--- config.mk ---
export PLATFORM = sky130hd
export DESIGN_NAME = fifo_rr_ctrl
export DESIGN_NICKNAME = d
export VERILOG_FILES = /design/src/rtl/fifo_ctrl_pkg.sv /design/src/rtl/fifo_rr_ctrl_arbiter.sv /design/src/rtl/fifo_rr_ctrl.sv
export SDC_FILE = /design/constraint.sdc
export NUM_CORES = 1
export LEC_CHECK = 0
export BUFFER_PORTS_ARGS = -buffer_cell sky130_fd_sc_hd__buf_2
export CELL_PAD_IN_SITES_DETAIL_PLACEMENT = 1
export CELL_PAD_IN_SITES_GLOBAL_PLACEMENT = 2
export CORE_MARGIN = 5
export CORE_UTILIZATION = 21
export DETAILED_ROUTE_END_ITERATION = 8
export PLACE_DENSITY = 0.82
export SETUP_SLACK_MARGIN = 0.2
export SLEW_MARGIN = 20
export SYNTH_ARGS = -nofsm -noshare
export SYNTH_HDL_FRONTEND = slang
export SYNTH_SLANG_ARGS = --single-unit
--- constraint.sdc ---
create_clock -name clk -period 4.5 [get_ports clk]
set_input_delay 0.675 -clock clk [delete_from_list [all_inputs] [get_ports clk]]
set_output_delay 0.675 -clock clk [all_outputs]
set_load 0.005 [all_outputs]
--- src/rtl/fifo_ctrl_pkg.sv ---
// Shared types and constants for the round-robin FIFO controller.
package fifo_ctrl_pkg;

    typedef enum logic {
        ST_RUN   = 1'b0,
        ST_FLUSH = 1'b1
    } ctrl_state_e;

    localparam int ACCEPT_CNT_W = 16;
    localparam int FLUSH_CNT_W  = 4;

    // Tag width needed to name each of n sources.
    function automatic int id_width(input int n);
        int w = 0;
        while ((1 << w) < n) w++;
        return (w < 1) ? 1 : w;
    endfunction

endpackage

--- src/rtl/fifo_rr_ctrl_arbiter.sv ---
// Combinational round-robin arbiter: first request strictly after the
// pointer wins, searching upward with wrap.
module rr_arbiter #(
    parameter int NUM_REQ = 4,
    parameter int IDX_W   = 2
) (
    input  logic [NUM_REQ-1:0] req,
    input  logic [IDX_W-1:0]   pointer,
    input  logic               en,
    output logic [NUM_REQ-1:0] grant,
    output logic [IDX_W-1:0]   idx
);

    logic             found;
    logic [IDX_W-1:0] cand;

    always_comb begin
        grant = '0;
        idx   = '0;
        found = 1'b0;
        cand  = '0;
        // Offset NUM_REQ wraps back to the pointer itself, so it is checked last.
        for (int k = 1; k <= NUM_REQ; k++) begin
            cand = pointer + IDX_W'(k);
            if (en && !found && req[cand]) begin
                found       = 1'b1;
                idx         = cand;
                grant[cand] = 1'b1;
            end
        end
    end

endmodule

--- src/rtl/fifo_rr_ctrl.sv ---
// Shares one FIFO among NUM_REQ tagged sources (round-robin write side) and
// turns the FIFO read port into a valid/ready stream, with flush sequencing.
module fifo_rr_ctrl
    import fifo_ctrl_pkg::*;
#(
    parameter int NUM_REQ      = 4,
    parameter int DATA_WIDTH   = 32,
    parameter int ID_WIDTH     = id_width(NUM_REQ),
    parameter int FLUSH_CYCLES = 2
) (
    input  logic                            clk,
    input  logic                            rst,
    input  logic                            enable,
    input  logic                            flush,
    input  logic [NUM_REQ-1:0]              req_valid,
    input  logic [NUM_REQ*DATA_WIDTH-1:0]   req_data,
    output logic [NUM_REQ-1:0]              req_ready,
    output logic                            fifo_wr_en,
    output logic [ID_WIDTH+DATA_WIDTH-1:0]  fifo_data_in,
    input  logic                            fifo_full,
    output logic                            fifo_rd_en,
    input  logic [ID_WIDTH+DATA_WIDTH-1:0]  fifo_data_out,
    input  logic                            fifo_empty,
    output logic                            fifo_rst,
    output logic                            out_valid,
    output logic [ID_WIDTH-1:0]             out_id,
    output logic [DATA_WIDTH-1:0]           out_data,
    input  logic                            out_ready,
    output logic                            busy,
    output logic [ACCEPT_CNT_W-1:0]         accept_cnt
);

    localparam logic [FLUSH_CNT_W-1:0] FLUSH_LAST = FLUSH_CNT_W'(FLUSH_CYCLES - 1);

    ctrl_state_e              state_reg, state_next;
    logic [FLUSH_CNT_W-1:0]   flush_cnt_reg, flush_cnt_next;
    logic [ID_WIDTH-1:0]      ptr_reg;
    logic                     rst_hold_reg;
    logic                     out_valid_reg;
    logic [ACCEPT_CNT_W-1:0]  accept_cnt_reg;

    logic [DATA_WIDTH-1:0]    req_word [NUM_REQ];
    logic [NUM_REQ-1:0]       grant;
    logic [ID_WIDTH-1:0]      grant_idx;
    logic                     run_ok;
    logic                     wr_ok;

    generate
        for (genvar gi = 0; gi < NUM_REQ; gi++) begin : g_slice
            assign req_word[gi] = req_data[gi*DATA_WIDTH +: DATA_WIDTH];
        end
    endgenerate

    // rst_hold_reg covers the cycle after reset release, while the FIFO is
    // still held in reset; a flush request wins over any transfer that cycle.
    assign run_ok = (state_reg == ST_RUN) && !rst_hold_reg && !flush && enable;
    assign wr_ok  = run_ok && !fifo_full;

    rr_arbiter #(
        .NUM_REQ (NUM_REQ),
        .IDX_W   (ID_WIDTH)
    ) u_arb (
        .req     (req_valid),
        .pointer (ptr_reg),
        .en      (wr_ok),
        .grant   (grant),
        .idx     (grant_idx)
    );

    assign req_ready    = grant;
    assign fifo_wr_en   = |grant;
    assign fifo_data_in = fifo_wr_en ? {grant_idx, req_word[grant_idx]} : '0;
    assign fifo_rd_en   = run_ok && !fifo_empty && (!out_valid_reg || out_ready);

    assign fifo_rst   = rst_hold_reg || (state_reg == ST_FLUSH);
    assign busy       = (state_reg == ST_FLUSH);
    assign out_valid  = out_valid_reg;
    assign accept_cnt = accept_cnt_reg;
    assign {out_id, out_data} = rst_hold_reg ? '0 : fifo_data_out;

    always_comb begin
        state_next     = state_reg;
        flush_cnt_next = flush_cnt_reg;
        case (state_reg)
            ST_RUN: begin
                if (flush) begin
                    state_next     = ST_FLUSH;
                    flush_cnt_next = '0;
                end
            end
            ST_FLUSH: begin
                if (flush) begin
                    flush_cnt_next = '0;
                end else if (flush_cnt_reg == FLUSH_LAST) begin
                    state_next = ST_RUN;
                end else begin
                    flush_cnt_next = flush_cnt_reg + 1'b1;
                end
            end
            default: state_next = ST_RUN;
        endcase
    end

    always_ff @(posedge clk or negedge rst) begin
        if (!rst) begin
            state_reg      <= ST_RUN;
            flush_cnt_reg  <= '0;
            ptr_reg        <= ID_WIDTH'(NUM_REQ - 1);
            rst_hold_reg   <= 1'b1;
            out_valid_reg  <= 1'b0;
            accept_cnt_reg <= '0;
        end else begin
            state_reg     <= state_next;
            flush_cnt_reg <= flush_cnt_next;
            rst_hold_reg  <= 1'b0;

            if (flush) begin
                accept_cnt_reg <= '0;
            end else if (fifo_wr_en) begin
                accept_cnt_reg <= accept_cnt_reg + 1'b1;
            end

            if (fifo_wr_en) begin
                ptr_reg <= grant_idx;
            end

            // A word held at flush time is discarded, not delivered.
            if (flush || state_reg == ST_FLUSH) begin
                out_valid_reg <= 1'b0;
            end else if (fifo_rd_en) begin
                out_valid_reg <= 1'b1;
            end else if (out_valid_reg && out_ready) begin
                out_valid_reg <= 1'b0;
            end
        end
    end

endmodule

# After elaboration in Yosys (flattened, before gate mapping)
# Cells that the tools add are included.
[totals] regBits=25 word_cells=106 inputBits=173 out_inout_bits=93
[op_classes] magnitude_cmp=9 n_eq_ne=3 n_addsub=5 bitwise_logic=5 muxes=45 n_reduce_logical=33
[ops] operator="$mux W34" n=2
[ops] operator="$bmux W32 S2" n=1
[ops] operator="$mux W32" n=2
[ops] operator="$mux W16" n=2
[ops] operator="$mux W4" n=7
[ops] operator="$logic_and A1 B1 Y1" n=18
[ops] operator="$mux W1" n=17
[ops] operator="$add A16 B1 Y16 const B" n=1
[ops] operator="$lt A2 B3 Y1 const B" n=4
[ops] operator="$or A4 B4 Y4" n=3
[ops] operator="$bmux W1 S2" n=4
[ops] operator="$demux W1 S2" n=4
[ops] operator="$ge A2 B1 Y1 const B" n=4
[ops] operator="$logic_not A1 Y1" n=8
[ops] operator="$mux W2" n=4
[ops] operator="$pmux W4 S2" n=1
[ops] operator="$add A2 B2 Y2 const B" n=2
[ops] operator="$add A4 B1 Y4 const B" n=1
[ops] operator="$eq A4 B1 Y1 const B" n=1
[ops] operator="$reduce_or A4 Y1" n=1
[ops] operator="$ge A3 B3 Y1 const B" n=1
[ops] operator="$logic_or A1 B1 Y1" n=3
[ops] operator="$ne A3 B3 Y1 const B" n=1
[ops] operator="$not A2 Y3" n=1
[ops] operator="other kinds (7)" n=7

# Longest topological paths before layout
[logic_depth] word_depth=24 depth_mapped=11 mapped_depth_nobuf=9

# Hierarchy
# From an unflattened synthesis, not the netlist that was laid out.
[unflattened] cells_unflattened=292 hier_area_um2=2927.8
[modules_own_cells] module="fifo_rr_ctrl" instances=1 area_each_um2=2441.1 cells_each=238 seq_area_each_um2=629.4
[modules_own_cells] module="rr_arbiter" instances=1 area_each_um2=486.7 cells_each=54 seq_area_each_um2=0.0

# Worst setup path after synthesis
# No wires, ideal clock.
[synth_path] path_type="input to output" start="input port req_valid[0]" end="output port fifo_data_in[23]" cell_stages=9 path_buffers=2 arrival_ps=3048 slack_ps=777 t_required_ps=3825 path_cell_list="buf_6 -> mux4_2 -> inv_2 -> nor2_1 -> mux4_2 -> o21ai_4 -> buf_6 -> mux4_1 -> and2_1"
[synth_via] elab_chain_cells=21 elab_cells_between_ends=38 cone_classes="mux (23); bitwise (4); reduce/logical (11)"
[synth_lines] element="start, declared" line="fifo_rr_ctrl.sv:15" text="input logic [NUM_REQ-1:0] req_valid,"
[synth_lines] element="$bmux W1 S2" line="fifo_rr_ctrl_arbiter.sv:25" text="if (en && !found && req[cand]) begin"
[synth_lines] element="$mux W1 (not written as such)" line="fifo_rr_ctrl_arbiter.sv:25"
[synth_lines] element="$logic_and A1 B1 Y1" line="fifo_rr_ctrl_arbiter.sv:25"
[synth_lines] element="$mux W1" line="fifo_rr_ctrl_arbiter.sv:25"
[synth_lines] element="$logic_not A1 Y1" line="fifo_rr_ctrl_arbiter.sv:25"
[synth_lines] element="$logic_and A1 B1 Y1 (2 in series)" line="fifo_rr_ctrl_arbiter.sv:25"
[synth_lines] element="$mux W1" line="fifo_rr_ctrl_arbiter.sv:25"
[synth_lines] element="$logic_not A1 Y1" line="fifo_rr_ctrl_arbiter.sv:25"
[synth_lines] element="$logic_and A1 B1 Y1 (2 in series)" line="fifo_rr_ctrl_arbiter.sv:25"
[synth_lines] element="$mux W1" line="fifo_rr_ctrl_arbiter.sv:25"
[synth_lines] element="$logic_not A1 Y1" line="fifo_rr_ctrl_arbiter.sv:25"
[synth_lines] element="$logic_and A1 B1 Y1 (2 in series)" line="fifo_rr_ctrl_arbiter.sv:25"
[synth_lines] element="$mux W2" line="fifo_rr_ctrl_arbiter.sv:25"
[synth_lines] element="$not A2 Y3 (not written as such)" line="fifo_rr_ctrl.sv:72" text="assign fifo_data_in = fifo_wr_en ? {grant_idx, req_word[grant_idx]} : '0;"
[synth_lines] element="$bmux W32 S2" line="fifo_rr_ctrl.sv:72"
[synth_lines] element="$mux W32 (not written as such) (2 in series)" line="fifo_rr_ctrl.sv:72"
[synth_lines] element="$mux W34 (*)" line="fifo_rr_ctrl.sv:72"
[synth_lines] element="end, declared" line="fifo_rr_ctrl.sv:19" text="output logic [ID_WIDTH+DATA_WIDTH-1:0] fifo_data_in,"
# Mark *: on every way between the ends. The rest lies on a longest branch, timed or not. The select of a mux whose other input is x is not followed.

# Final worst setup path
[layout_path] start="register ptr_reg[0]" end="output port fifo_data_in[24]"
[layout_via] elab_chain_cells=22 elab_cells_between_ends=61 cone_classes="add/sub (3); order compare (8); mux (31); bitwise (4); reduce/logical (15)"
[layout_lines] element="start, declared" line="fifo_rr_ctrl.sv:37" text="logic [ID_WIDTH-1:0] ptr_reg;"
[layout_lines] element="start signal, assigned" line="fifo_rr_ctrl.sv:108" text="ptr_reg <= ID_WIDTH'(NUM_REQ - 1);"
[layout_lines] element="start signal, assigned" line="fifo_rr_ctrl.sv:124" text="ptr_reg <= grant_idx;"
[layout_lines] element="$add A2 B1 Y2" line="fifo_rr_ctrl_arbiter.sv:24" text="cand = pointer + IDX_W'(k);"
[layout_lines] element="$bmux W1 S2" line="fifo_rr_ctrl_arbiter.sv:25"
[layout_lines] element="$mux W1 (not written as such)" line="fifo_rr_ctrl_arbiter.sv:25"
[layout_lines] element="$logic_and A1 B1 Y1" line="fifo_rr_ctrl_arbiter.sv:25"
[layout_lines] element="$mux W1" line="fifo_rr_ctrl_arbiter.sv:25"
[layout_lines] element="$logic_not A1 Y1" line="fifo_rr_ctrl_arbiter.sv:25"
[layout_lines] element="$logic_and A1 B1 Y1 (2 in series)" line="fifo_rr_ctrl_arbiter.sv:25"
[layout_lines] element="$mux W1" line="fifo_rr_ctrl_arbiter.sv:25"
[layout_lines] element="(+3 left out)"
[layout_lines] element="$mux W1" line="fifo_rr_ctrl_arbiter.sv:25"
[layout_lines] element="$logic_not A1 Y1" line="fifo_rr_ctrl_arbiter.sv:25"
[layout_lines] element="$logic_and A1 B1 Y1 (2 in series)" line="fifo_rr_ctrl_arbiter.sv:25"
[layout_lines] element="$mux W2" line="fifo_rr_ctrl_arbiter.sv:25"
[layout_lines] element="$not A2 Y3 (not written as such)" line="fifo_rr_ctrl.sv:72"
[layout_lines] element="$bmux W32 S2" line="fifo_rr_ctrl.sv:72"
[layout_lines] element="$mux W32 (not written as such) (2 in series)" line="fifo_rr_ctrl.sv:72"
[layout_lines] element="$mux W34 (*)" line="fifo_rr_ctrl.sv:72"
# Marked as above.

==> results <==
- The flow ran to the end, and the final reports show no timing, DRC or antenna violations.
- Among all stages on the critical path, the largest delay is contributed by sky130_fd_sc_hd__dfstp_4.
- The HPWL after detailed placement is 11.5 mm.
- The synthesized design contains 25 register bits.
- The kind of path behind the tightest hold check is input port to async pin.
- In the post-route analysis, the smallest setup slack over all paths is 0.308 ns.
- The number of instances in the synthesized netlist is 310.
- Dividing the detail-routed wire length by the instance count gives 18.3 um.
- The average footprint of a synthesized cell is 10.3 um2.
- TritonCTS built the clock tree.
- The number of different library cells used by synthesis comes to 52.
- Walking the worst path, the cells encountered are mux4_2 -> inv_2 -> nor2_1 -> mux4_2 -> o21ai_4 -> buf_12 -> mux4_1 -> and2_1 -> buf_2.
- The number of buffer and inverter instances along the worst setup path is 3.
- The area of the mapped netlist is 3190 um2.
- The detailed route wirelength on metal2 is 7.58 mm.
- The biggest fanout along the worst timing path is 16.
- In the final design database the tool counted 748 nets.
- Dividing total power by cell area gives a power density of 149 nW/um2.
- The required time of the critical path is 3.83 ns.
- The count of H-tree levels built during CTS is 1.
- The most common library cell in the layout ignoring fill and taps is sky130_fd_sc_hd__buf_2.
- The number of placed cells counting well taps is 744.
- The portion of netlist area occupied by mux cells is 31.0%.
- The endpoint kind of the worst setup timing path is a primary output.
- The launching element type of the critical path is a flip-flop.
- After synthesis, the largest family of logic cells by area is multiplexers.
- After floorplanning, the core was divided into 45 placement rows.
- The later pin in the worst-skew pair is clocked with a latency of 0.26 ns.
- The worst path needs 4.19 ns of the cycle, external delays included.
- Leaving out fill and tap cells, the most frequent cells in the layout are sky130_fd_sc_hd__buf_2 (265), sky130_fd_sc_hd__nor2b_1 (41), sky130_fd_sc_hd__and2_1 (32).
- The Yosys step of the flow raised 0 warnings.
- The number of flops mapped to enable cells by yosys is 0.
- The synthesis-to-layout area growth is 50.6%.
- The number of global-route vias before repair is 3,857.
- The count of buffers from port buffering is 265.
- The sum of routed wire length over all layers is 13.8 mm.
- On the final layout, the worst clock skew is 0.00523 ns.
- The remaining global-route overflow is 0.
- The compound-cell area share of the yosys netlist is 12.0%.
- Prior to clock tree synthesis, the placed netlist has a worst setup slack of 0.376 ns.
- The slew at the pin with the worst max-slew slack is 0.655 ns.
- The net count of the mapped netlist is 494.
- The number of buffers inserted for hold repair after clock tree synthesis is 0.
- Setup repair after global routing left no endpoint under its margin.
- The initial antenna violation count is 0.
- In the finished design, the share of the clock period the worst path needs comes to 93.1%.
- The share of flip-flops with an asynchronous set or reset is 100%.
- The highest metal layer used by the detailed router is met4.
- On the worst path, the slowest cell contributes a delay of 0.64 ns.
- After clock tree synthesis, the clock-pin slew on the worst setup and hold paths is 0.07 ns.
- The main flop type after synthesis is sky130_fd_sc_hd__dfrtp_1.
- The critical path is of the flip-flop to primary output type.
- The die outline width is 133 um.
- After the flow finishes, the layout carries non-filler instances totaling 751.
- The leakage power figure is 2.59 nW.
- The proportion of layout cells with a drive suffix above 1 is 53.6%.
- The register with the most flip-flops in the layout has 16 of them.
- Summing over every cut layer, the via total after detailed routing is 3,554.
- Sequential elements use 19.7% of the synthesized area.
- Setup violations remaining at the end of the flow were counted as 0.
- For this run, the detailed router's first-pass iteration total came to 4.
- The total count of max-transition violations in the final report is 0.
- The number of antenna diodes is 0.
- The routed length on met3 is 803 um.
- Pin placement for this block handled 266 I/O pins.
- The final RePlAce weighted congestion is 0.859.
- The number of hold violations in the final report is 0.
- Dividing the detail-routed via count by the number of cells gives 4.73.
- The global-route wire length before repair is 21.2 mm.
- The achievable clock frequency is 239 MHz.
- Once the floorplan was initialized, standard cells occupied 21.2% of the core.
- The relative slew slack is 55.9%.
- The overall fraction of global-route tracks in use is 14.6%.
- The setup TNS is 0 ns.
- The count of clock tree sinks is 25.
- At the worst endpoint, the arrival time is 3.52 ns.
- After Yosys synthesis, and, or, nand and nor cells account for 26.2% of the synthesized area.
- The DRC violations left is 0.
- The root buffer selected by CTS is sky130_fd_sc_hd__clkbuf_16.
- The number of antenna-violating nets in the routed design is 0.
- The number of design-rule violations left by the first detailed-router iteration is 138.
- Summing the areas of all fa, ha and maj instances in the mapped netlist gives 4.31% of the synthesized area.
- Entering global routing, the biggest net connects 38 pins.
- Max-cap violations in this run came to 0.
- After Yosys synthesis, XOR and XNOR cells account for 1.10% of the synthesized area.
- The top cell family by delay on the critical path is multiplexers.
- The buffer depth of the longest clock path is 2.
- After layout, the design draws a total of 0.716 mW.
- The core outline area is 15,000 um2.
- The floorplan die area is 17,800 um2.
- The routed length on met1 is 5.21 mm.
- The height of the die is 133 um.
- The cell type with the highest occurrence count on the critical path is sky130_fd_sc_hd__mux4_2.
- In this run, CTS created clock tree buffers numbering 3.
- The maximum resistive drop on vdd is 145 uV.
-- final timing paths --
kind / cells past startpoint / slack (ns) / startpoint / to
max: 9 / 0.31 / ptr_reg[0]$_DFFE_PN1P_ / fifo_data_in[24]
max reg2reg: 8 / 1.23 / ptr_reg[0]$_DFFE_PN1P_ / accept_cnt[12]$_DFFE_PN0P_
max in group asynchronous: 1 / 3.71 / rst / ptr_reg[1]$_DFFE_PN1P_
min: 1 / 0.40 / rst / accept_cnt[15]$_DFFE_PN0P_
min in group clk: 2 / 0.56 / accept_cnt[15]$_DFFE_PN0P_ / accept_cnt[15]$_DFFE_PN0P_
min reg2reg: 2 / 0.56 / accept_cnt[15]$_DFFE_PN0P_ / accept_cnt[15]$_DFFE_PN0P_
-- final cells by class --
| class | count | area (um2) |
|---|---|---|
| fillers | 1814 | 10200 |
| clock inverters | 1 | 5.00 |
| clock buffers | 3 | 75.1 |
| well taps | 188 | 235 |
| multi-input cells | 249 | 2390 |
| flip-flops and latches | 25 | 633 |
| inverters | 11 | 41.3 |
| repair buffers | 274 | 1430 |
-- Yosys cell counts, drive strengths merged (2+ instances only) --
cell	n	area share [%]
ha	11	4.3
inv	11	1.3
nor4	2	0.86
nor2	16	1.9
a21oi	12	1.9
dfstp	3	2.5
nand2	14	1.6
o41ai	3	1.3
mux2	3	1.1
nor4b	2	1.0
or3	6	1.2
xor2	3	0.82
and3	4	0.78
nand4	3	0.59
a22oi	4	0.94
nor3	3	0.47
and4b	4	1.3
a21o	2	0.47
o21ai	16	3.2
nand3	3	0.47
or4	4	0.94
o31ai	5	1.2
a41oi	4	1.1
mux2i	3	0.94
dfrtp	22	17
mux4	36	29
buf	11	2.6
nor2b	41	8.0
clkbuf	14	1.6
or2	2	0.39
and2	32	6.3
-- timing repair --
item | 4_1_cts | 5_1_grt
pin swaps | 0 | 1
gates cloned | 1 | 0
resized for setup | 1 | 1
buffers inserted | 2 | 0
endpoints found under the setup margin | 32 | 16
-- metrics by stage --
stage / instance area, um2 / hold WS (ns) / utilization (%)
floorplan: 3190 / 0.379 / -
global placement: 4680 / 0.528 / 31.1
detailed placement: 4680 / 0.554 / 31.1
CTS: 4810 / 0.425 / 32.0
global route: 4810 / 0.453 / 32.0
finish: 4810 / 0.403 / 32.0
-- power breakdown --
| group | internal (mW) | switching [mW] | total (mW) |
|---|---|---|---|
| combinational | 0.145 | 0.109 | 0.254 |
| clock | 0.120 | 0.0781 | 0.198 |
| sequential | 0.240 | 0.0246 | 0.264 |
-- metal layers --
| metal | vias to the layer above | global-route usage, % |
|---|---|---|
| li1 | 1692 | - |
| met1 | 1733 | 16.5 |
| met2 | 117 | 28.5 |
| met3 | 12 | 3.21 |
| met4 | 0 | 1.94 |
| met5 | - | 0 |
-- cells by family after synthesis --
group                    after synthesis
flip-flops                            25
multiplexers                          42
AND/OR/NAND/NOR                      138
AO/OA/AOI/OAI                         53
XOR/XNOR                               4
other                                  1
adder cells (fa/ha/maj)               11
buffers and inverters                 36
(Power assumes the default switching activity.)
